===== config.mk =====
export PLATFORM = sky130hd
export DESIGN_NAME = exp_series_ctrl
export DESIGN_NICKNAME = d
export VERILOG_FILES = /design/src/rtl/exp_series_ctrl.sv
export SDC_FILE = /design/constraint.sdc
export NUM_CORES = 1
export LEC_CHECK = 0
export ABC_CLOCK_PERIOD_IN_PS = 2400
export BUFFER_PORTS_ARGS = -buffer_cell sky130_fd_sc_hd__buf_4
export CAP_MARGIN = 30
export CORE_MARGIN = 5
export CORE_UTILIZATION = 35
export DETAILED_ROUTE_END_ITERATION = 16
export GPL_TIMING_DRIVEN = 0
export PLACE_DENSITY = 0.6
export SETUP_SLACK_MARGIN = 0.1
export SYNTH_ARGS = -nofsm -noshare
export SYNTH_HDL_FRONTEND = slang
export SYNTH_SLANG_ARGS = --single-unit

===== constraint.sdc =====
create_clock -name clk -period 2.4 [get_ports clk]
set_input_delay 0.24 -clock clk [delete_from_list [all_inputs] [get_ports clk]]
set_output_delay 0.24 -clock clk [all_outputs]
set_load 0.02 [all_outputs]

===== src/rtl/exp_series_ctrl.sv =====
// Horner-rule sequencer for truncated exp(x): reads coefficients N..0 from ROM and chains acc*x+c FMA ops.
// Define FMA_TIMEOUT_EN to abort with err when the FMA stalls for TIMEOUT_CYCLES in ISSUE or WAIT_RES.
module exp_series_ctrl #(
    parameter int DATA_WIDTH     = 32,
    parameter int ADDR_WIDTH     = 6,
    parameter int NUM_COEFF      = 33,
    parameter int TIMEOUT_CYCLES = 64
) (
    input  logic                  clk,
    input  logic                  rst,
    input  logic                  start,
    input  logic [DATA_WIDTH-1:0] x_in,
    input  logic [ADDR_WIDTH-1:0] num_terms,
    output logic                  busy,
    output logic                  done,
    output logic [DATA_WIDTH-1:0] result,
    output logic                  err,
    output logic                  rom_rd,
    output logic [ADDR_WIDTH-1:0] rom_addr,
    input  logic [DATA_WIDTH-1:0] rom_data,
    output logic                  fma_valid,
    input  logic                  fma_ready,
    output logic [DATA_WIDTH-1:0] fma_a,
    output logic [DATA_WIDTH-1:0] fma_b,
    output logic [DATA_WIDTH-1:0] fma_c,
    input  logic                  fma_res_valid,
    input  logic [DATA_WIDTH-1:0] fma_res
);
    typedef enum logic [2:0] {
        S_IDLE, S_RD, S_CAP, S_ISSUE, S_WAIT_RES, S_DONE
    } state_t;

    localparam logic [ADDR_WIDTH-1:0] MAX_IDX = ADDR_WIDTH'(NUM_COEFF - 1);

    state_t                r_state, w_next;
    logic [DATA_WIDTH-1:0] r_x, r_acc, r_coeff, r_result;
    logic [ADDR_WIDTH-1:0] r_k;
    logic                  r_first, r_err;
    logic                  w_n_oob, w_timeout;

    assign w_n_oob = (num_terms > MAX_IDX);

`ifdef FMA_TIMEOUT_EN
    localparam int TW = $clog2(TIMEOUT_CYCLES + 1);
    logic [TW-1:0] r_tmo;
    logic          w_in_fma;

    assign w_in_fma  = (r_state == S_ISSUE) || (r_state == S_WAIT_RES);
    assign w_timeout = w_in_fma && (r_tmo == TW'(TIMEOUT_CYCLES));

    // Restarts from zero on every entry into ISSUE or WAIT_RES.
    always_ff @(posedge clk) begin
        if (rst || !w_in_fma || (w_next != r_state))
            r_tmo <= '0;
        else
            r_tmo <= r_tmo + 1'b1;
    end
`else
    // Watchdog compiled out: a non-negative limit never fires.
    assign w_timeout = (TIMEOUT_CYCLES < 0);
`endif

    always_ff @(posedge clk) begin
        if (rst)
            r_state <= S_IDLE;
        else
            r_state <= w_next;
    end

    always_comb begin
        w_next    = r_state;
        busy      = (r_state != S_IDLE);
        done      = 1'b0;
        err       = 1'b0;
        rom_rd    = 1'b0;
        fma_valid = 1'b0;
        case (r_state)
            S_IDLE: begin
                if (start)
                    w_next = w_n_oob ? S_DONE : S_RD;
            end
            S_RD: begin
                rom_rd = 1'b1;
                w_next = S_CAP;
            end
            S_CAP: begin
                if (!r_first)
                    w_next = S_ISSUE;
                else if (r_k == '0)
                    w_next = S_DONE;
                else
                    w_next = S_RD;
            end
            S_ISSUE: begin
                fma_valid = 1'b1;
                if (fma_ready)
                    w_next = S_WAIT_RES;
                else if (w_timeout)
                    w_next = S_DONE;
            end
            S_WAIT_RES: begin
                if (fma_res_valid)
                    w_next = (r_k == '0) ? S_DONE : S_RD;
                else if (w_timeout)
                    w_next = S_DONE;
            end
            S_DONE: begin
                done   = 1'b1;
                err    = r_err;
                w_next = S_IDLE;
            end
            default: w_next = S_IDLE;
        endcase
    end

    // result is loaded on the transition into DONE so it is valid alongside done.
    always_ff @(posedge clk) begin
        if (rst) begin
            r_x      <= '0;
            r_acc    <= '0;
            r_coeff  <= '0;
            r_result <= '0;
            r_k      <= '0;
            r_first  <= 1'b0;
            r_err    <= 1'b0;
        end else begin
            case (r_state)
                S_IDLE: begin
                    if (start) begin
                        r_x     <= x_in;
                        r_k     <= num_terms;
                        r_first <= 1'b1;
                        r_err   <= w_n_oob;
                        if (w_n_oob)
                            r_result <= '0;
                    end
                end
                S_CAP: begin
                    if (r_first) begin
                        r_acc   <= rom_data;
                        r_first <= 1'b0;
                        if (r_k == '0)
                            r_result <= rom_data;
                        else
                            r_k <= r_k - 1'b1;
                    end else begin
                        r_coeff <= rom_data;
                    end
                end
                S_ISSUE: begin
                    if (!fma_ready && w_timeout) begin
                        r_err    <= 1'b1;
                        r_result <= '0;
                    end
                end
                S_WAIT_RES: begin
                    if (fma_res_valid) begin
                        r_acc <= fma_res;
                        if (r_k == '0)
                            r_result <= fma_res;
                        else
                            r_k <= r_k - 1'b1;
                    end else if (w_timeout) begin
                        r_err    <= 1'b1;
                        r_result <= '0;
                    end
                end
                default: ;
            endcase
        end
    end

    assign result   = r_result;
    assign rom_addr = r_k;
    assign fma_a    = r_acc;
    assign fma_b    = r_x;
    assign fma_c    = r_coeff;

endmodule


==> flow_metrics.env, run 1 <==
export IMPL_critPathKind="reg -> out"
export IMPL_hold_viol=0
export IMPL_ioPinCount=246
export IMPL_vias_per_cell=4.875
export IMPL_grt_max_degree=17
export IMPL_ys_async_sr_fraction_pct=0
export IMPL_regArea_um2=2783
export IMPL_slowest_delay_ns=0.41
export IMPL_drc=0
export IMPL_ys_types=44
export IMPL_insertion_delay_ns=0.42
export IMPL_place_hpwl_um=15590
export IMPL_worst_pin_slew_ns=0.8387
export IMPL_startpoint="r_state[0]$_SDFFE_PP0P_"
export IMPL_route_vias_total=5918
export IMPL_power_mw=8.127
export IMPL_r2r_setup_slack_ns=0.30
export IMPL_cts_max_level=4
export IMPL_gp_congestion=0.7888
export IMPL_synth_top_flop_cell="dfxtp_1"
export IMPL_path_buf_inv=3
export IMPL_cp_arrival_ns=1.96
export IMPL_die_area_um2=20170
export IMPL_clock_path_buffers=2
export IMPL_dp_cells=1179
export IMPL_detail_route_antenna_nets=0
export IMPL_period_minus_slack_ns=2.197
export IMPL_syn_inst=710
export IMPL_path_clk_slew_ns=0.06
export IMPL_grt_pass1_vias=5910
export IMPL_endpoint_kind="primary output"
export IMPL_grt_first_pass_wirelength_um=32600
export IMPL_ys_warnings_count=0
export IMPL_rr_startpoint="r_state[2]$_SDFFE_PP0P_"
export IMPL_whs_ns=0.06871
export IMPL_die_h_um=142.0
export IMPL_start_kind="register"
export IMPL_rows=48
export IMPL_path_delay_family="buffers and inverters"
export IMPL_drv_slew=0
export IMPL_start_util_pct=35.52
export IMPL_reg2reg_depth=8
export IMPL_drt_initial_drc_count=363
export IMPL_synth_seq_cells=139
export IMPL_synth_edf_count=0
export IMPL_slew_headroom_pct=44.09
export IMPL_setup_violations=0
export IMPL_cts_tree="yes"
export IMPL_routedWlPerCell_um=17.32
export IMPL_diodes=0
export IMPL_synth_seq_area_share_pct=45.61
export IMPL_num_fill_cells=1703
export IMPL_die_x_um=142.0
export IMPL_clock_skew_final_ns=0.009918
export IMPL_avgSynthCellArea_um2=8.593
export IMPL_multi_input_comb_area_um2=3030
export IMPL_fin_nets=1084
export IMPL_maxCapViolations=0
export IMPL_numCtsBuffers=17
export IMPL_crit_path_top_delay_cell="clkbuf_1"
export IMPL_p_per_area_nw_per_um2=915.1
export IMPL_synthesis_nets=818
export IMPL_max_freq_mhz=455.1
export IMPL_drive_gt1_share_pct=34.18
export IMPL_netlist_area_um2=6101
export IMPL_port_buffers=244
export IMPL_peakVddDrop_v=0.0005097
export IMPL_path_depth=4
export IMPL_setup_tns_ns=0
export IMPL_layout_cells_non_filler=1214
export IMPL_period_share_pct=91.56
export IMPL_crit_required_ns=2.16
export IMPL_grt_overflow=0
export IMPL_rsz0062_at_grt="true"
export IMPL_area_delta_synth_final_pct=45.57
export IMPL_firstDrtPassIters=5
export IMPL_path_max_fanout=10
export IMPL_grt_usage_pct=20.28
export IMPL_crit_end="rom_rd"
export IMPL_cp_cell_sequence="buf_2 > clkbuf_1 > nor3b_1 > buf_4"
export IMPL_outcome="finished, final reports clean"
export IMPL_clock_sinks=139
export IMPL_antenna_found_initial=0
export IMPL_cts_root_buffer="clkbuf_16"
export IMPL_core_um2=17180
export IMPL_reg2reg_to="fma_a[19]$_SDFFE_PP0P_"
export IMPL_wirelength_um=21030
export IMPL_min_path_type="in -> reg"
export IMPL_power_leakage_nw=3.691
per-layer routing:
metal	track usage [%]	vias to the layer above	share of wire (%)
li1	-	2974	-
met1	26.28	2738	44
met2	33.14	185	47
met3	5.948	21	7.9
met4	5.354	0	1.1
met5	0	-	0
worst min-delay path by stage:
stage / startpoint / to / slack [ns] / cells past startpoint
2_1_floorplan: rom_data[10] / fma_c[10]$_SDFFE_PP0P_ / 0.38 / 2
3_3_place_gp: fma_c[4]$_SDFFE_PP0P_ / fma_c[4]$_SDFFE_PP0P_ / 0.44 / 2
3_5_place_dp: fma_b[27]$_SDFFE_PP0P_ / fma_b[27]$_SDFFE_PP0P_ / 0.45 / 2
4_1_cts: x_in[28] / fma_b[28]$_SDFFE_PP0P_ / 0.06 / 3
5_1_grt: x_in[25] / fma_b[25]$_SDFFE_PP0P_ / 0.06 / 3
6_report: x_in[29] / fma_b[29]$_SDFFE_PP0P_ / 0.07 / 3
cells by family after synthesis:
logic type / count (synthesis) / share of synthesized area [%]
simple gates: 269 / 18.52
compound gates: 167 / 19.65
flops: 139 / 45.61
buf+inv: 68 / 5.086
mux: 65 / 10.66
xor+xnor: 1 / 0.2667
fa+ha+maj: 1 / 0.2051
worst min-delay path, cell delays in order:
cell     delay [ns]
buf_4          0.11
nand2_1        0.04
a21oi_1        0.05
cell usage after synthesis, types with 4 or more instances:
cell	instances	area, um^2
a211oi_1	6	45.04
a211oi_2	29	362.9
a21oi_1	71	355.3
a22oi_1	32	240.2
and2_1	4	25.02
buf_2	14	70.07
buf_4	4	30.03
clkbuf_1	40	150.1
dfxtp_1	139	2783
inv_1	7	26.28
mux2i_1	65	650.6
nand2_1	134	503.0
nand2b_1	4	25.02
nor2_1	103	386.6
o21ai_0	10	50.05
o31ai_1	5	37.54
report_power, final:
group	switching [mW]	leakage, nW	internal [mW]
Clock	1.08	0.271	1.55
Sequential	0.177	1.13	2.60
Combinational	1.60	2.29	1.13
layout make-up:
| cell class | instances | share of cell area [%] |
|---|---|---|
| repair buffers | 247 | 21.02 |
| well taps | 225 | 3.170 |
| clock inverters | 11 | 1.240 |
| flip-flops and latches | 139 | 31.33 |
| multi-input cells | 503 | 34.12 |
| plain buffers | 61 | 3.409 |
| inverters | 7 | 0.2959 |
| clock buffers | 21 | 5.410 |
registers in the layout, indices dropped and copies added, names as in the netlist:
signal and count:
fma_a 32, r_state 3, r_first 1, fma_c 32
rom_addr 6, r_err 1, fma_b 32, result 32
stage by stage:
step                      cell area (um^2)  util (%)  setup slack (ns)
after global routing                  8881     51.70           0.08671
final                                 8881     51.70            0.2026
after global placement                8214     47.82          -0.02590
after CTS                             8836     51.44            0.1070
after detailed placement              8214     47.82           0.01061
after floorplan                       6101         -            0.3674
cells in the final DEF, fill, tap and decap left out, drive strengths merged:
cell and n:
bufinv 1, nor4 1, o31a 1, clkbuf 61, nand2b 4, dfxtp 139
buf 268, o311ai 1, nand2 134, a211oi 35, nor3 4, o22ai 2
or4 3, xnor2 1, a221oi 1, o211ai 3, nand3 2, mux2i 65
nand3b 1, o21ai 10, nor3b 2, nor4b 1, clkinvlp 6, ha 1
or3 1, a31oi 1, clkinv 1, nor2b 3, a21oi 71, or2 2
nor2 103, o31ai 5, o32ai 1, inv 10, and3 3, a21boi 2
a2111oi 1, o21a 1, and2 5, a22oi 32
what timing repair did:
item / 4_1_cts / 5_1_grt
pin swaps: 1 / 1
gates resized for setup: 7 / 5
setup buffers: 2 / 1
hold endpoints to repair: 0 / 0
endpoints found under the setup margin: 33 / 46
hold buffers: 0 / 0
Note: power is estimated with default switching activity, not from simulation.
==> run 2, diff against run 1 <==
CORE_ASPECT_RATIO = 1.4   (was unset)
==> flow_metrics.env, run 2 (synthesis gave the netlist of run 1 again) <==
export IMPL_setup_violations=0
export IMPL_grt_usage_pct=21.14
export IMPL_rows=57
export IMPL_peakVddDrop_v=0.0004311
export IMPL_route_vias_total=5983
export IMPL_insertion_delay_ns=0.42
export IMPL_crit_required_ns=2.16
export IMPL_die_h_um=166.2
export IMPL_grt_first_pass_wirelength_um=33570
export IMPL_whs_path_depth=3
export IMPL_slowest_delay_ns=0.30
export IMPL_path_clk_slew_ns=0.06
export IMPL_clock_path_buffers=2
export IMPL_diodes=0
export IMPL_mostFrequentLayoutCells="buf_4 (251), dfxtp_1 (139), nand2_1 (134), nor2_1 (103), a21oi_1 (71)"
export IMPL_firstDrtPassIters=5
export IMPL_slew_headroom_pct=47.76
export IMPL_endpoint_kind="primary output"
export IMPL_vias_per_cell=4.888
export IMPL_path_max_fanout=16
export IMPL_drc=0
export IMPL_top_layer_used="met4"
export IMPL_port_buffers=244
export IMPL_wirelength_um=21550
export IMPL_period_minus_slack_ns=2.165
export IMPL_whs_ns=0.06004
export IMPL_final_area_um2=8891
export IMPL_start_util_pct=35.35
export IMPL_cts_max_level=4
export IMPL_cts_tree="yes"
export IMPL_drive_gt1_share_pct=34.21
export IMPL_die_area_um2=20210
export IMPL_fin_nets=1084
export IMPL_ioPinCount=246
export IMPL_cp_arrival_ns=1.93
export IMPL_wl_met3_um=1138
export IMPL_post_route_util_pct=51.52
export IMPL_hold_viol=0
export IMPL_critPathKind="reg -> out"
export IMPL_power_mw=8.148
export IMPL_dp_cells=1190
export IMPL_core_um2=17260
export IMPL_layout_commonest_cell="buf_4"
export IMPL_place_hpwl_um=16160
export IMPL_period_share_pct=90.21
export IMPL_route_met2_wl_um=11020
export IMPL_outcome="finished, final reports clean"
export IMPL_start_kind="register"
export IMPL_drt_initial_drc_count=355
export IMPL_path_depth=6
export IMPL_clock_sinks=139
export IMPL_rsz0062_at_grt="false"
export IMPL_cp_cell_sequence="buf_2 > clkbuf_2 > nor2b_1 > clkbuf_4 > and3_1 > buf_4"
export IMPL_drv_slew=0
export IMPL_grt_overflow=0
export IMPL_area_delta_synth_final_pct=45.73
export IMPL_reg2reg_depth=9
export IMPL_power_leakage_nw=3.707
export IMPL_max_freq_mhz=461.9
export IMPL_placed_area_um2=8228
export IMPL_antenna_found_initial=0
export IMPL_detail_route_antenna_nets=0
export IMPL_numCtsBuffers=17
export IMPL_clock_skew_final_ns=0.007918
export IMPL_drt_met1_wl_um=8785
export IMPL_worst_pin_slew_ns=0.7835
export IMPL_crit_path_top_delay_cell="dfxtp_1"
export IMPL_holdBufCountCts=0
export IMPL_path_delay_family="buffers and inverters"
export IMPL_cts_root_buffer="clkbuf_16"
export IMPL_grt_max_degree=17
export IMPL_gp_congestion=0.8088
export IMPL_die_x_um=121.6
export IMPL_path_buf_inv=4
export IMPL_maxCapViolations=0
export IMPL_grt_pass1_vias=6013
export IMPL_routedWlPerCell_um=17.60
export IMPL_p_per_area_nw_per_um2=916.4
export IMPL_layout_cells_non_filler=1224
export IMPL_min_path_type="in -> reg"
## run 2: what timing repair did
action / 4_1_cts / 5_1_grt
gates resized for setup: 3 / 8
endpoints found under the hold margin: 0 / 0
endpoints found under the setup margin: 33 / 57
pin swaps: 1 / 1
buffers inserted: 2 / 2
## run 2: through the flow
step	setup WS, ns	setup TNS [ns]
after CTS	0.1379	0
after detailed placement	-0.05029	-0.9000
after global routing	0.1256	0
after global placement	-0.03132	-0.5876
final	0.2350	0
after floorplan	0.3674	0
## run 2: per-layer routing
layer / global-route usage, % / up-vias
li1: - / 2972
met1: 24.93 / 2803
met2: 36.73 / 172
met3: 4.770 / 36
met4: 8.386 / 0
met5: 0 / -
## run 2: final timing paths
kind / slack (ns) / start / endpoint
worst max-delay path: 0.23 / r_state[2]$_SDFFE_PP0P_ / err
worst min-delay path: 0.06 / x_in[3] / fma_b[3]$_SDFFE_PP0P_
worst max register to register: 0.29 / rom_addr[0]$_SDFFE_PP0P_ / result[10]$_SDFFE_PP0P_
worst min register to register: 0.45 / fma_b[3]$_SDFFE_PP0P_ / fma_b[3]$_SDFFE_PP0P_
## run 2: where the power goes
group	total (mW)	switching [mW]	internal [mW]	leakage, nW
Clock	2.64	1.03	1.61	0.285
Combinational	2.73	1.60	1.13	2.29
Sequential	2.78	0.179	2.60	1.13
## run 2: worst min-delay path, cell delays in order
cell and delay, ns:
buf_4 0.11, nand2_1 0.04, a21oi_1 0.05
## run 2: final cells by class
class / instances / area, um^2
plain buffers: 60 / 290.3
inverters: 7 / 26.28
clock buffers: 21 / 470.5
fillers: 1737 / 8368
multi-input cells: 503 / 3035
well taps: 236 / 295.3
flip-flops and latches: 139 / 2783
clock inverters: 10 / 116.4
repair buffers: 248 / 1874
==> run 3, diff against run 2 <==
PLACE_DENSITY = 0.59   (was 0.6)
==> flow_metrics.env, run 3 (synthesis gave the netlist of run 1 again) <==
export IMPL_outcome="finished, final reports clean"
export IMPL_die_area_um2=20210
export IMPL_numCtsBuffers=17
export IMPL_core_um2=17260
export IMPL_clock_path_buffers=2
export IMPL_rsz0062_at_grt="true"
export IMPL_min_path_type="in -> reg"
export IMPL_num_fill_cells=1719
export IMPL_grt_met1_usage_pct=24.99
export IMPL_drv_slew=0
export IMPL_gp_congestion=0.8137
export IMPL_period_share_pct=93.90
export IMPL_clock_sinks=139
export IMPL_die_x_um=121.6
export IMPL_insertion_delay_ns=0.42
export IMPL_diodes=0
export IMPL_post_route_util_pct=51.67
export IMPL_antenna_found_initial=0
export IMPL_grt_overflow=0
export IMPL_vias_per_cell=4.872
export IMPL_grt_use_met2_pct=35.14
export IMPL_power_leakage_nw=3.721
export IMPL_met3_usage_pct=5.758
export IMPL_place_hpwl_um=16270
export IMPL_peakVddDrop_v=0.0004502
export IMPL_path_max_fanout=10
export IMPL_grt_first_pass_wirelength_um=33030
export IMPL_clock_skew_final_ns=0.01421
export IMPL_endpoint_kind="primary output"
export IMPL_grt_pass1_vias=5960
export IMPL_route_vias_total=5958
export IMPL_placed_area_um2=8228
export IMPL_start_kind="register"
export IMPL_area_delta_synth_final_pct=46.16
export IMPL_whs_path_depth=3
export IMPL_fin_nets=1083
export IMPL_reg2reg_depth=7
export IMPL_layout_commonest_cell="buf_4"
export IMPL_start_util_pct=35.35
export IMPL_cts_max_level=4
export IMPL_ioPinCount=246
export IMPL_drc=0
export IMPL_setup_tns_ns=0
export IMPL_whs_ns=0.06512
export IMPL_die_h_um=166.2
export IMPL_final_area_um2=8917
export IMPL_max_freq_mhz=443.7
export IMPL_cts_tree="yes"
export IMPL_path_clk_slew_ns=0.06
export IMPL_routedWlPerCell_um=17.34
export IMPL_drive_gt1_share_pct=33.84
export IMPL_cp_arrival_ns=2.01
export IMPL_port_buffers=244
export IMPL_mostFrequentLayoutCells="buf_4 (251), dfxtp_1 (139), nand2_1 (134), nor2_1 (103), a21oi_1 (71)"
export IMPL_slew_headroom_pct=49.19
export IMPL_critPathKind="reg -> out"
export IMPL_p_per_area_nw_per_um2=934.1
export IMPL_period_minus_slack_ns=2.254
export IMPL_detail_route_antenna_nets=0
export IMPL_power_mw=8.329
export IMPL_cts_root_buffer="clkbuf_16"
export IMPL_rows=57
export IMPL_grt_usage_pct=20.75
export IMPL_maxCapViolations=0
export IMPL_firstDrtPassIters=5
export IMPL_setup_violations=0
export IMPL_drt_initial_drc_count=362
export IMPL_crit_required_ns=2.16
export IMPL_worst_pin_slew_ns=0.7621
export IMPL_grt_busiest_layer="met2"
export IMPL_grt_max_degree=17
export IMPL_wirelength_um=21210
export IMPL_hold_viol=0
-- run 3: routing by layer --
metal / wire, um / part of all wire (%) / vias to the layer above
met3: 1301 / 6.1 / 26
met5: 0 / 0 / -
met1: 8660 / 41 / 2789
li1: - / - / 2972
met2: 10820 / 51 / 171
met4: 428 / 2.0 / 0
-- run 3: worst max-delay path, stage by stage (launching register included) --
cell,delay [ns]
dfxtp_1,0.30
buf_2,0.19
buf_4,0.19
nor2b_1,0.14
clkbuf_4,0.22
clkbuf_8,0.20
and3_1,0.20
buf_4,0.15
-- run 3: final cells by class --
type,count,area [um^2],area share [%]
Timing Repair Buffer,246,1847,20.71
Clock buffer,20,446.7,5.009
Clock inverter,11,193.9,2.175
Sequential cell,139,2783,31.21
Buffer,61,302.8,3.396
Inverter,7,26.28,0.2947
Multi-Input combinational cell,503,3023,33.90
Tap cell,236,295.3,3.311
-- run 3: worst paths after layout --
path	startpoint	endpoint	slack, ns
setup / recovery	r_state[2]$_SDFFE_PP0P_	err	0.15
hold / removal	x_in[4]	fma_b[4]$_SDFFE_PP0P_	0.07
setup reg to reg	r_state[2]$_SDFFE_PP0P_	fma_a[30]$_SDFFE_PP0P_	0.28
hold reg to reg	fma_b[4]$_SDFFE_PP0P_	fma_b[4]$_SDFFE_PP0P_	0.45
-- run 3: metrics by stage --
stage,cells,setup WS [ns]
3_3_place_gp,1190,-0.04756
6_report,1223,0.1463
3_5_place_dp,1190,-0.06750
5_1_grt,1223,0.04348
4_1_cts,1223,0.05734
2_1_floorplan,710,0.3674
-- run 3: timing repair --
action,in CTS,in global routing
gates resized for setup,7,4
hold buffers,0,0
pin swaps,1,0
buffers inserted,2,0
endpoints found under the setup margin,33,42
-- run 3: where the power goes --
part / total, mW / internal (mW) / switching, mW
clock: 2.88 / 1.87 / 1.01
combinational: 2.68 / 1.11 / 1.57
sequential: 2.77 / 2.60 / 0.177
